### src/rtl/fp_norm_seq.sv
// Sequential normalize-and-pack stage for the single-precision adder.
// It left-normalizes the raw significand sum one bit per cycle, then presents a packed result over valid/ready.
module fp_norm_seq (
    input  logic        clk,
    input  logic        reset,
    input  logic        in_valid,
    output logic        in_ready,
    input  logic        in_sign,
    input  logic [7:0]  in_exp,
    input  logic [24:0] in_sum,
    input  logic        in_inf,
    output logic        out_valid,
    input  logic        out_ready,
    output logic [31:0] out_result,
    output logic        out_zero,
    output logic        out_inf,
    output logic [4:0]  out_shift
);

    typedef enum logic [1:0] {
        IDLE = 2'd0,
        NORM = 2'd1,
        DONE = 2'd2
    } state_t;

    state_t      state_q, state_d;
    logic        sign_q, sign_d;
    logic [24:0] sum_q, sum_d;
    logic        inf_flag_q, inf_flag_d;
    logic [8:0]  exp_q, exp_d;
    logic [4:0]  shift_q, shift_d;
    logic [31:0] result_q, result_d;
    logic        zero_q, zero_d;
    logic        res_inf_q, res_inf_d;
    logic [8:0]  exp_plus;

    assign exp_plus = exp_q + 9'd1;

    always_comb begin
        state_d    = state_q;
        sign_d     = sign_q;
        sum_d      = sum_q;
        inf_flag_d = inf_flag_q;
        exp_d      = exp_q;
        shift_d    = shift_q;
        result_d   = result_q;
        zero_d     = zero_q;
        res_inf_d  = res_inf_q;
        in_ready   = 1'b0;
        out_valid  = 1'b0;

        unique case (state_q)
            IDLE: begin
                in_ready = 1'b1;
                if (in_valid) begin
                    sign_d     = in_sign;
                    sum_d      = in_sum;
                    inf_flag_d = in_inf;
                    // A zero biased exponent means denormal, which scales like exponent 1.
                    exp_d      = (in_exp == 8'd0) ? 9'd1 : {1'b0, in_exp};
                    shift_d    = 5'd0;
                    state_d    = NORM;
                end
            end
            NORM: begin
                state_d   = DONE;
                zero_d    = 1'b0;
                res_inf_d = 1'b0;
                if (inf_flag_q) begin
                    result_d  = {sign_q, 8'hFF, 23'd0};
                    res_inf_d = 1'b1;
                end else if (sum_q == 25'd0) begin
                    result_d = {sign_q, 8'h00, 23'd0};
                    zero_d   = 1'b1;
                end else if (sum_q[24]) begin
                    // Carry-out: shift right by one and drop the LSB (truncation, no rounding).
                    if (exp_plus == 9'd255) begin
                        result_d  = {sign_q, 8'hFF, 23'd0};
                        res_inf_d = 1'b1;
                    end else begin
                        result_d = {sign_q, exp_plus[7:0], sum_q[23:1]};
                    end
                end else if (sum_q[23]) begin
                    result_d = {sign_q, exp_q[7:0], sum_q[22:0]};
                end else if (exp_q == 9'd1) begin
                    result_d = {sign_q, 8'h00, sum_q[22:0]};
                end else begin
                    sum_d   = {sum_q[23:0], 1'b0};
                    exp_d   = exp_q - 9'd1;
                    shift_d = shift_q + 5'd1;
                    state_d = NORM;
                end
            end
            DONE: begin
                out_valid = 1'b1;
                if (out_ready) begin
                    state_d = IDLE;
                end
            end
            default: begin
                state_d = IDLE;
            end
        endcase
    end

    always_ff @(posedge clk or posedge reset) begin
        if (reset) begin
            state_q    <= IDLE;
            sign_q     <= 1'b0;
            sum_q      <= 25'd0;
            inf_flag_q <= 1'b0;
            exp_q      <= 9'd0;
            shift_q    <= 5'd0;
            result_q   <= 32'd0;
            zero_q     <= 1'b0;
            res_inf_q  <= 1'b0;
        end else begin
            state_q    <= state_d;
            sign_q     <= sign_d;
            sum_q      <= sum_d;
            inf_flag_q <= inf_flag_d;
            exp_q      <= exp_d;
            shift_q    <= shift_d;
            result_q   <= result_d;
            zero_q     <= zero_d;
            res_inf_q  <= res_inf_d;
        end
    end

    assign out_result = result_q;
    assign out_zero   = zero_q;
    assign out_inf    = res_inf_q;
    assign out_shift  = shift_q;

endmodule

### config.mk
export PLATFORM = sky130hd
export DESIGN_NAME = fp_norm_seq
export DESIGN_NICKNAME = d
export VERILOG_FILES = /design/src/rtl/fp_norm_seq.sv
export SDC_FILE = /design/constraint.sdc
export NUM_CORES = 1
export LEC_CHECK = 0
export BUFFER_PORTS_ARGS = -buffer_cell sky130_fd_sc_hd__buf_2
export CORE_MARGIN = 2
export CORE_UTILIZATION = 40
export CTS_CLUSTER_SIZE = 40
export DETAILED_ROUTE_END_ITERATION = 8
export PLACE_DENSITY = 0.64
export SYNTH_ARGS = -nofsm -noshare
export SYNTH_HDL_FRONTEND = slang
export SYNTH_SLANG_ARGS = --single-unit
export TNS_END_PERCENT = 100
### constraint.sdc
create_clock -name clk -period 5.55 [get_ports clk]
set_clock_uncertainty 0.2 [all_clocks]
set_input_delay 0.8325 -clock clk [delete_from_list [all_inputs] [get_ports clk]]
set_output_delay 0.8325 -clock clk [all_outputs]
set_load 0.05 [all_outputs]
==> results.yml <==
clock_tree:
  cts_setup_buffers: 0
  cts_made_buffers: 9
  clock_latency_ps: 370
  htreeDepth: 3
  cts_tree: "built"
  cts-resized-gates: 0
  root_buffer: "clkbuf_8"
  cts_buffer_depth: 2
  clock-sinks: 77
  cts_hold_buf: 0
  clk_pin_slew_ps: 80
yosys:
  ys_warn_count: 0
  ys.flop_type: "dfrtp_1"
  syn-cell-area_um2: 3951
  ys_seq_elements: 77
  synth-seq-area-share: 0.4877
  synthCells: 403
  syn-num-nets: 447
  synth-edff-count: 0
  synth.avg_cell_area_um2: 9.805
  yosysUniqueCellTypes: 55
  synthArstFlopShare: 1.000
critical_path:
  path_cells: "nor2_1, nand4_1, nor2_1, nand2b_1, inv_2, a31o_1"
  crit_arrival_ps: 3090
  end_kind: "flip-flop"
  crit_type: "reg -> reg"
  required_ps: 5600
  path_buf_inv: 1
  cp.depth: 6
  reg2reg_slack_ps: 2510
  cp_top_family: "simple AND/OR/NAND/NOR gates"
  crit_path_end: "exp_q[0]"
  reg2regPathDepth: 6
  r2r-start: "sum_q[24]"
  startpoint: "sum_q[24]"
  cpMostUsedCell: "nor2_1"
  crit_fanout: 24
  start_kind: "flip-flop"
  regToRegEndpoint: "exp_q[0]"
  cpPeakStageDelay_ps: 740
  crit_slowest_cell: "nor2_1"
global_routing:
  grt_usage: 0.2119
  grt_pass1_vias: 3290
  grt_pass1_wl_mm: 17.18
  antenna_found_initial: 0
  grt_max_degree: 78
  grt_overflow: 0
placed_design:
  post-place-ws_ps: 2517
  dp.cells: 590
  dp_hpwl_mm: 7.303
  place_congestion: 0.9145
  port_buffers: 79
min_path:
  holdCritPathClass: "reg -> reg"
sta:
  rsz0062_at_grt: "false"
  final_hold_viol_count: 0
  finalSetupTns_ps: 0
  fmax_mhz: 328.5
  slew_headroom: 0.2893
  tightest_slew_ps: 1039
  min_period_over_period: 0.5486
  slew_viol_final: 0
  setup_violations: 0
  layout_setup_ws_ps: 2506
  fin_crit_ps: 3044
final_layout:
  drive_above_1_share: 0.2352
  nNetsFinal: 512
  final_cell_mix: "79 x buf_2, 77 x dfrtp_1, 36 x nor2_1"
  layout_commonest_cell: "buf_2"
  instances_no_fill: 605
  fin_util: 0.4807
  area_growth_pct: 17.83
  diodes: 0
detailed_routing:
  num_vias: 3502
  first_pass_iters: 5
  vias_per_cell: 5.788
  routed_wl_mm: 10.75
  drc: 0
  wl_per_cell_um: 17.77
  drt_iter0_markers: 220
  ant_nets: 0
flow_run:
  cap_violations: 0
pwr:
  leakage_uw: 0.002095
  p_per_area_nw_per_um2: 607.1
  power_uw: 2827
  ir_drop_mv: 0.2673
floorplan:
  initial_utilization: 0.4080
  die_y_um: 103.4
  ioPinCount: 80
  dieArea_um2: 10690
  rows: 36
  die_w_um: 103.4
  core_area_um2: 9684
status:
  status: "completed"
[per-layer routing]
metal,up-vias,share of wire,GRT usage,routed length (um)
li1,1650,-,-,-
met1,1720,0.48,0.3108,5174
met2,117,0.45,0.3141,4805
met3,15,0.053,0.03629,573
met4,0,0.018,0.07996,195
met5,-,0,0,0
[worst min-delay path by stage]
stage | start | endpoint | slack (ps) | cells past startpoint
2_1_floorplan | sign_q | sign_q | 270 | 1
3_3_place_gp | out_result[29] | out_result[29] | 280 | 1
3_5_place_dp | out_result[29] | out_result[29] | 290 | 1
4_1_cts | out_result[29] | out_result[29] | 300 | 1
5_1_grt | out_result[29] | out_result[29] | 330 | 1
6_report | out_result[23] | out_result[23] | 300 | 1
[registers in the layout, summed over array words and instances (netlist names)]
name        cells
out_inf         1
out_zero        1
inf_flag_q      1
sum_q          25
state_q         2
exp_q           9
out_shift       5
out_result     32
sign_q          1
[cell usage after synthesis (2+ instances only)]
master     count  share of area
a21boi_0       2         0.0038
a2111oi_0      2         0.0044
mux2_2         5          0.014
a221o_1       23          0.058
a211oi_1       2         0.0038
a21oi_1       13          0.016
nor2_1        36          0.034
o32a_1         4          0.010
o22ai_1        5         0.0079
nor2b_1        5         0.0079
a22oi_1       23          0.044
o22a_1         4         0.0089
nand2b_1       5         0.0079
clkbuf_1      22          0.021
and2_1         6         0.0095
nor4_1        14          0.022
inv_1         28          0.027
a22o_1         3         0.0067
dfrtp_1       77           0.49
ha_1           5          0.016
a21boi_1       2         0.0038
nand3_1        6         0.0076
buf_2          7         0.0089
nor3_1         7         0.0089
xnor2_1        2         0.0044
nand3b_1       2         0.0038
a222oi_1       2         0.0051
nand4b_1       2         0.0044
o21ai_1       27          0.034
a31oi_1        2         0.0032
o31ai_1        7          0.013
nand2_1       14          0.013
o31a_1         3         0.0067
o21ai_0        8          0.010
nand4_1        6         0.0095
or4_1          3         0.0057
[where the power goes]
group	total, uW	switching [uW]	internal (uW)
clock network	470	220	251
registers	1100	328	776
logic	1250	825	428
[cells by family after synthesis]
family	after synthesis	synth area share
flip-flops	77	0.4877
adder cells (fa/ha/maj)	5	0.01583
AND/OR/NAND/NOR	115	0.1583
AO/OA/AOI/OAI	139	0.2568
XOR/XNOR	2	0.004434
buffers and inverters	58	0.05731
multiplexers	7	0.01963
[worst register-to-register path, stage by stage, from the launching register on]
cell and delay, ps:
dfrtp_1 630, nor2_1 280, nand4_1 210, nor2_1 740, nand2b_1 340, inv_2 260
a31o_1 280
[through the flow]
stage | hold WS, ps | instance area, um2
detailed placement | 286.5 | 4443
global route | 334.9 | 4656
floorplan | 275.0 | 3951
finish | 298.3 | 4656
CTS | 304.5 | 4656
global placement | 282.0 | 4443
[area by class of cell]
cell class / instances / area (um2)
flip-flops and latches: 77 / 1927
repair buffers: 83 / 425.4
clock inverters: 6 / 88.84
clock buffers: 9 / 123.9
well taps: 133 / 166.4
multi-input cells: 268 / 1815
inverters: 29 / 108.9
fillers: 937 / 5029
(Power assumes the default switching activity.)
